## config.mk

```make
export PLATFORM = sky130hd
export DESIGN_NAME = conv_encoder_punct
export DESIGN_NICKNAME = d
export VERILOG_FILES = /design/src/rtl/conv_encoder_punct.sv
export SDC_FILE = /design/constraint.sdc
export NUM_CORES = 1
export LEC_CHECK = 0
export CORE_UTILIZATION = 50
export CTS_BUF_LIST = sky130_fd_sc_hd__clkbuf_16
export DETAILED_ROUTE_END_ITERATION = 6
export HOLD_SLACK_MARGIN = 0.12
export PLACE_DENSITY = 0.8
export SYNTH_ARGS = -nofsm -noshare
export SYNTH_HDL_FRONTEND = slang
export SYNTH_SLANG_ARGS = --single-unit
```

## constraint.sdc

```tcl
create_clock -name Clk -period 7 [get_ports Clk]
set_input_delay 1.75 -clock Clk [delete_from_list [all_inputs] [get_ports Clk]]
set_output_delay 1.75 -clock Clk [all_outputs]
set_load 0.05 [all_outputs]
```

## src/rtl/conv_encoder_punct.sv

```systemverilog
// K=7 (133,171) convolutional encoder with rate-dependent puncturing for an 802.11a-style TX chain.
// SIGNAL bits are always rate 1/2; DATA bits are punctured per the RATE latched at the end of SIGNAL.
module conv_encoder_punct #(
  parameter int unsigned SIGNAL_BITS = 24,
  parameter int unsigned CNT_W       = 16
) (
  input  logic             Clk,
  input  logic             Reset,
  input  logic             start_i,
  input  logic             in_valid_i,
  input  logic             in_bit_i,
  input  logic [3:0]       rate_i,
  input  logic [CNT_W-1:0] data_bits_i,
  output logic             out_a_o,
  output logic             out_b_o,
  output logic             out_a_en_o,
  output logic             out_b_en_o,
  output logic             busy_o,
  output logic             frame_done_o,
  output logic             rate_err_o
);

  typedef enum logic [1:0] {StIdle, StSignal, StData, StDone} state_e;
  typedef enum logic [1:0] {PunHalf, PunTwoThirds, PunThreeQuarters} punct_e;

  localparam logic [CNT_W-1:0] CntOne  = CNT_W'(1);
  localparam logic [CNT_W-1:0] SigLast = CNT_W'(SIGNAL_BITS - 1);

  state_e           state_q, state_d;
  punct_e           mode_q, mode_d, rate_mode;
  logic [5:0]       sr_q, sr_d;  // sr_q[0] is d1 (most recent bit)
  logic [CNT_W-1:0] cnt_q, cnt_d, data_bits_q, data_bits_d;
  logic [1:0]       phase_q, phase_d, phase_next;
  logic             rate_err_q, rate_err_d, rate_bad;
  logic             out_a_q, out_a_d, out_b_q, out_b_d;
  logic             out_a_en_q, out_a_en_d, out_b_en_q, out_b_en_d;
  logic             busy_q, busy_d, frame_done_q, frame_done_d;
  logic             accept, sig_last, data_last, coded_a, coded_b, a_mask, b_mask;

  // start wins over a coincident valid bit
  assign accept    = in_valid_i & ~start_i & ((state_q == StSignal) | (state_q == StData));
  assign sig_last  = (state_q == StSignal) & (cnt_q == SigLast);
  assign data_last = (state_q == StData) & (cnt_q == (data_bits_q - CntOne));
  assign coded_a   = in_bit_i ^ sr_q[1] ^ sr_q[2] ^ sr_q[4] ^ sr_q[5];
  assign coded_b   = in_bit_i ^ sr_q[0] ^ sr_q[1] ^ sr_q[2] ^ sr_q[5];

  always_comb begin
    rate_mode = PunHalf;
    rate_bad  = 1'b0;
    case (rate_i)
      4'b1101, 4'b0101, 4'b1001:          rate_mode = PunHalf;
      4'b0001:                            rate_mode = PunTwoThirds;
      4'b1111, 4'b0111, 4'b1011, 4'b0011: rate_mode = PunThreeQuarters;
      default:                            rate_bad  = 1'b1;
    endcase
  end

  always_comb begin
    case (mode_q)
      PunTwoThirds:     phase_next = (phase_q == 2'd1) ? 2'd0 : phase_q + 2'd1;
      PunThreeQuarters: phase_next = (phase_q == 2'd2) ? 2'd0 : phase_q + 2'd1;
      default:          phase_next = 2'd0;
    endcase
  end

  // State register
  always_ff @(posedge Clk) begin
    if (!Reset) begin
      state_q <= StIdle;
    end else begin
      state_q <= state_d;
    end
  end

  // Next-state logic
  always_comb begin
    state_d = state_q;
    unique case (state_q)
      StIdle:   state_d = StIdle;
      StSignal: if (accept && sig_last) state_d = (data_bits_q == '0) ? StDone : StData;
      StData:   if (accept && data_last) state_d = StDone;
      StDone:   state_d = StIdle;
      default:  state_d = StIdle;
    endcase
    if (start_i) state_d = StSignal;
  end

  // Datapath next-state: shift register, counter, phase and latched rate
  always_comb begin
    sr_d        = sr_q;
    cnt_d       = cnt_q;
    data_bits_d = data_bits_q;
    mode_d      = mode_q;
    rate_err_d  = rate_err_q;
    phase_d     = phase_q;
    if (start_i) begin
      sr_d        = '0;
      cnt_d       = '0;
      data_bits_d = data_bits_i;
      mode_d      = PunHalf;
      rate_err_d  = 1'b0;
      phase_d     = 2'd0;
    end else if (accept) begin
      sr_d  = {sr_q[4:0], in_bit_i};
      cnt_d = cnt_q + CntOne;
      if (sig_last) begin
        cnt_d      = '0;
        mode_d     = rate_mode;
        rate_err_d = rate_bad;
        phase_d    = 2'd0;
      end else if (state_q == StData) begin
        phase_d = phase_next;
      end
    end
  end

  // Output logic (registered below)
  always_comb begin
    a_mask = 1'b1;
    b_mask = 1'b1;
    if (state_q == StData) begin
      case (mode_q)
        PunTwoThirds: b_mask = (phase_q == 2'd0);
        PunThreeQuarters: begin
          a_mask = (phase_q != 2'd2);
          b_mask = (phase_q != 2'd1);
        end
        default: ;
      endcase
    end
    out_a_d      = accept & coded_a;
    out_b_d      = accept & coded_b;
    out_a_en_d   = accept & a_mask;
    out_b_en_d   = accept & b_mask;
    // busy spans through the frame_done cycle, one past StDone
    busy_d       = (state_d != StIdle) | (state_q == StDone);
    frame_done_d = (state_q == StDone) & ~start_i;
  end

  always_ff @(posedge Clk) begin
    if (!Reset) begin
      sr_q         <= '0;
      cnt_q        <= '0;
      data_bits_q  <= '0;
      mode_q       <= PunHalf;
      rate_err_q   <= 1'b0;
      phase_q      <= 2'd0;
      out_a_q      <= 1'b0;
      out_b_q      <= 1'b0;
      out_a_en_q   <= 1'b0;
      out_b_en_q   <= 1'b0;
      busy_q       <= 1'b0;
      frame_done_q <= 1'b0;
    end else begin
      sr_q         <= sr_d;
      cnt_q        <= cnt_d;
      data_bits_q  <= data_bits_d;
      mode_q       <= mode_d;
      rate_err_q   <= rate_err_d;
      phase_q      <= phase_d;
      out_a_q      <= out_a_d;
      out_b_q      <= out_b_d;
      out_a_en_q   <= out_a_en_d;
      out_b_en_q   <= out_b_en_d;
      busy_q       <= busy_d;
      frame_done_q <= frame_done_d;
    end
  end

  assign out_a_o      = out_a_q;
  assign out_b_o      = out_b_q;
  assign out_a_en_o   = out_a_en_q;
  assign out_b_en_o   = out_b_en_q;
  assign busy_o       = busy_q;
  assign frame_done_o = frame_done_q;
  assign rate_err_o   = rate_err_q;

endmodule

```

; ---- Word-level counts from Yosys, hierarchy flattened
; Cells that the tools add are included.
[op_classes]
addsub = 3
eq_ne = 19
mux = 17
n_bitwise = 21
reduce_logical = 13
[op_table]
columns = cell, n
row1 = "adder 16 x 1 -> 16 bit, second input constant", 1
row2 = equality test 16 bit, 1
row3 = "equality test 16 x 5 -> 1 bit, second input constant", 1
row4 = "equality test 4 bit, second input constant", 4
row5 = logical NOT 16 bit, 1
row6 = 2-to-1 mux 16 bit, 1
row7 = "subtractor 16 x 1 -> 16 bit, second input constant", 1
row8 = 2-to-1 mux 2 bit, 7
row9 = bitwise AND 1 bit, 9
row10 = "equality test 2 bit, second input constant", 4
row11 = "equality test 4 x 3 -> 1 bit, second input constant", 2
row12 = one-hot mux 2 bit (2 select lines), 2
row13 = OR reduction 8 bit, 1
row14 = bitwise XOR 1 bit, 8
row15 = "equality test 2 x 1 -> 1 bit, second input constant", 3
row16 = one-hot mux 2 bit (3 select lines), 1
row17 = 2-to-1 mux 1 bit, 5
row18 = "equality test 4 x 1 -> 1 bit, second input constant", 1
row19 = "equality test 4 x 2 -> 1 bit, second input constant", 1
row20 = logical NOT 2 bit, 2
row21 = AND reduction 2 bit, 2
row22 = nonzero test 2 bit, 2
row23 = OR reduction 2 bit, 2
row24 = OR reduction 4 bit, 1
row25 = 7 further kinds, 10
[word_totals]
reg_bits = 51
input_bits = 25
out_inout_bits = 7
word_cells = 86

; ---- Logic depth before layout (Yosys ltp)
[depth]
word_depth = 9
mapped_depth = 9
depth_no_buf = 8

; ---- Worst setup path before layout
; OpenSTA, ideal clock, no wires.
[synth_path]
kind = input -> register
startpoint = input in_valid_i
endpoint = register state_q[0]
arrival_time_ns = 3.250
t_required_ns = 6.913
slack_ns = 3.663
stages = 7
path_cell_list = nor2b_1 clkbuf_1 nand3_1 or4_1 a2111oi_0 nand4_1 o31ai_1
[synth_between]
elab_chain_len = 6
word_cells_on_any_way = 8
cone_classes = mux (4) / bitwise (2) / reduce/logical (2)
[synth_rtl]
columns = element, line_no
row1 = from (decl), 10  ; input logic in_valid_i,
row2 = bitwise AND 1 bit * (2 in series), 41  ; assign accept = in_valid_i & ~start_i & ((state_q == StSignal) | (state_q == StData));
row3 = logical AND 1 bit (on tied branches), "81, 80"
row4 = 2-to-1 mux 2 bit (on tied branches), "81, 80"
row5 = one-hot mux 2 bit (3 select lines) *, 78  ; unique case (state_q)
row6 = 2-to-1 mux 2 bit *, 85  ; if (start_i) state_d = StSignal;
row7 = to (signal assigned), 69  ; state_q <= StIdle;
row8 = to (signal assigned), 71  ; state_q <= state_d;
row9 = to (decl), 29  ; state_e state_q, state_d;
; Every way passes the cells marked *; elsewhere a longest branch is shown, timed or not.
; A chain may end at the register's enable or synchronous reset.

==> impl_metrics.py <==
metrics = {
    "outcome": {
        "outcome": "finished clean",
    },
    "floorplanning": {
        "rows": 27,
        "die_x_um": 77.30,
        "core_um2": 5473,
        "initial_core_util_pct": 51.81,
        "io_pins": 32,
        "die-area_um2": 5975,
        "die_h_um": 77.30,
    },
    "hold_path": {
        "whs_path_depth": 2,
        "hold_start": "sr_q[3]",
        "min_to": "sr_q[4]",
        "worstHoldPathType": "reg -> reg",
    },
    "clocking": {
        "clk_path_buf_depth": 2,
        "cts-htree-levels": 2,
        "path_clk_slew_ps": 70,
        "cts_sinks": 51,
        "cts.hold.buffers_added": 0,
        "numCtsBuffers": 5,
        "cts-resized-gates": 0,
        "cts_setup_buffers": 0,
        "clk_latency_ps": 290,
        "cts_tree": "built",
        "clockRootBuffer": "clkbuf_16",
    },
    "drt": {
        "routed_wirelength_um": 5790,
        "drt_iter0_drc": 129,
        "wl_per_cell_um": 13.85,
        "vias_per_cell": 5.452,
        "ant_nets": 0,
        "remaining_drc_errors": 0,
        "dr.pass1.iters": 4,
        "vias": 2279,
    },
    "yosys": {
        "yosysWarnings": 0,
        "synth-seq-area-share_pct": 36.01,
        "synth_area_leaders": "dfxtp_1, xnor2_1, xor2_1, mux2i_1, nor2b_1",
        "syn-cell-area_um2": 2835,
        "syn_inst": 324,
        "synth_commonest_cells": "dfxtp_1, nor2_1, nand2_1",
        "ys.flop_type": "dfxtp_1",
        "avgSynthCellArea_um2": 8.751,
        "synth_top_area_cell": "dfxtp_1",
        "syn-num-nets": 358,
        "async_reset_ff_share_pct": 0,
        "ys_types": 45,
        "synth_edf_count": 0,
        "ys_ff_latch": 51,
        "post-synth-top-count-cell": "dfxtp_1",
        "synth_top_area_share_pct": 36.01,
    },
    "worst_setup_path": {
        "critPathTopFamily": "simple AND/OR/NAND/NOR gates",
        "reg2reg_to": "state_q[0]",
        "ff2ff_setup_slack_ps": 4210,
        "critical_path_class": "in -> reg",
        "max_stage_delay_ps": 840,
        "path_cells": "clkdlybuf4s50_1 -> nor2b_1 -> nand3_1 -> or4_1 -> a2111oi_0 -> nand4_1 -> o31ai_1",
        "worstPathMaxFanout": 20,
        "critPathCaptureType": "flip-flop",
        "critPathRequiredTime_ps": 7200,
        "crit_buf_inv": 1,
        "worstReg2RegStart": "state_q[0]",
        "reg2regPathDepth": 8,
        "critical_path_arrival_ps": 4320,
        "start_kind": "primary input",
        "crit_path_top_delay_cell": "clkdlybuf4s50_1",
    },
    "placed_design": {
        "dp_slack_ps": 2584,
        "gp_congestion": 0.8710,
        "hpwl_um": 4311,
        "port-buffer-count": 31,
    },
    "sta": {
        "setup_viol": 0,
        "hold_ws_ps": 457.5,
        "period_minus_slack_ps": 4118,
        "tightestPinTransition_ps": 692.5,
        "fmax_mhz": 242.8,
        "slew_viol_final": 0,
        "clock_skew_ps": 4.792,
        "rsz0062_at_grt": "false",
        "timing.final.crit_share_pct": 58.83,
        "finalSetupTns_ps": 0,
        "final_hold_viol_count": 0,
        "maxSlewHeadroom_pct": 53.45,
        "fin_ws_ps": 2882,
    },
    "finish": {
        "diodes": 0,
        "nFillCells": 500,
        "fin_nets": 379,
        "drive_above_1_share_pct": 5.202,
        "syn_to_final_growth_pct": 17.48,
    },
    "global_route": {
        "grt_overflow": 0,
        "grt_usage_pct": 21.40,
        "first_global_vias": 2199,
        "grt_pass1_wl_um": 10300,
        "grt_max_degree": 23,
        "antenna_found_initial": 0,
    },
    "run": {
        "cap_violations": 0,
    },
    "power_and_ir_drop": {
        "peakVddDrop_uv": 99.33,
        "p_leak_nw": 1.241,
        "power.density_nw_per_um2": 212.8,
    },
}
## power by group
group          total [mW]  internal (mW)  switching [mW]
sequential          0.308          0.298          0.0109
combinational      0.0914         0.0472          0.0442
clock               0.309          0.205           0.104
total               0.709          0.549           0.160
## through the flow
step           util [%]  instance area [µm²]  cells  power, mW
2_1_floorplan         -                 2835    324     0.3802
3_3_place_gp      57.34                 3138    410     0.4040
3_5_place_dp      57.34                 3138    410     0.4060
4_1_cts           60.86                 3331    418     0.7136
5_1_grt           60.86                 3331    418     0.7378
6_report          60.86                 3331    418     0.7089
## routing by layer
layer	GRT usage (%)	part of all wire, %
met1	28.70	47
met5	0	0
met4	5.849	1.2
met2	35.04	48
met3	3.810	3.7
## worst min-delay path, cell delays in order (launching register included)
cell	delay [ps]
dfxtp_1	310
nand2_1	50
a21oi_1	50
## area by class of cell
cell class | instances | area (µm²) | share of cell area (%)
well taps | 72 | 90.09 | 2.705
multi-input cells | 247 | 1679 | 50.41
clock buffers | 5 | 125.1 | 3.757
clock inverters | 3 | 67.56 | 2.029
repair buffers | 32 | 317.8 | 9.542
inverters | 8 | 30.03 | 0.9016
flip-flops and latches | 51 | 1021 | 30.65
## state kept, by name (all words and copies together) (netlist names)
register and cells:
phase_q 2, sr_q 6, out_a_en_o 1, data_bits_q 16
frame_done_o 1, busy_o 1, state_q 2, out_b_en_o 1
out_b_o 1, out_a_o 1, cnt_q 16, mode_q 2
rate_err_o 1
## worst max path at each step
| stage | start | depth (start not counted) | end |
|---|---|---|---|
| 2_1_floorplan | in_valid_i | 7 | state_q[0] |
| 3_3_place_gp | Reset | 7 | state_q[0] |
| 3_5_place_dp | Reset | 7 | state_q[0] |
| 4_1_cts | Reset | 7 | state_q[0] |
| 5_1_grt | Reset | 7 | state_q[0] |
| 6_report | Reset | 7 | state_q[0] |
## kinds of logic (layout without fill, tap and decap cells)
kind of cell               after synthesis  after routing  synth area share (%)
muxes                                   17             17                 6.002
and+or+nand+nor                        137            137                 27.14
adders and majority gates                9              9                 3.972
xor gates and xnor gates                42             42                 12.97
buffers and inverters                   26             48                 4.766
DFF                                     51             51                 36.01
AOI/OAI and AO/OA                       42             42                 9.135
## placed cells by master (no fill, tap or decap), types with 3 or more instances in the layout
cell type,netlist,layout
dfxtp_1,51,51
nor2_1,35,35
clkdlybuf4s50_1,0,31
nand2_1,24,24
nor2b_1,22,22
xnor2_1,22,22
xor2_1,20,20
a21oi_1,17,17
mux2i_1,17,17
ha_1,9,9
inv_1,8,8
o21ai_0,7,7
nand3_1,7,7
nand4_1,6,6
nor4_1,5,5
and3_1,5,5
clkbuf_16,0,5
nor4b_1,4,4
and2_1,4,4
a31oi_1,4,4
nor3_1,4,4
nand2b_1,3,3
or4_4,3,3
a2111oi_0,3,3
No activity file was read; power rests on OpenSTA's default activity.
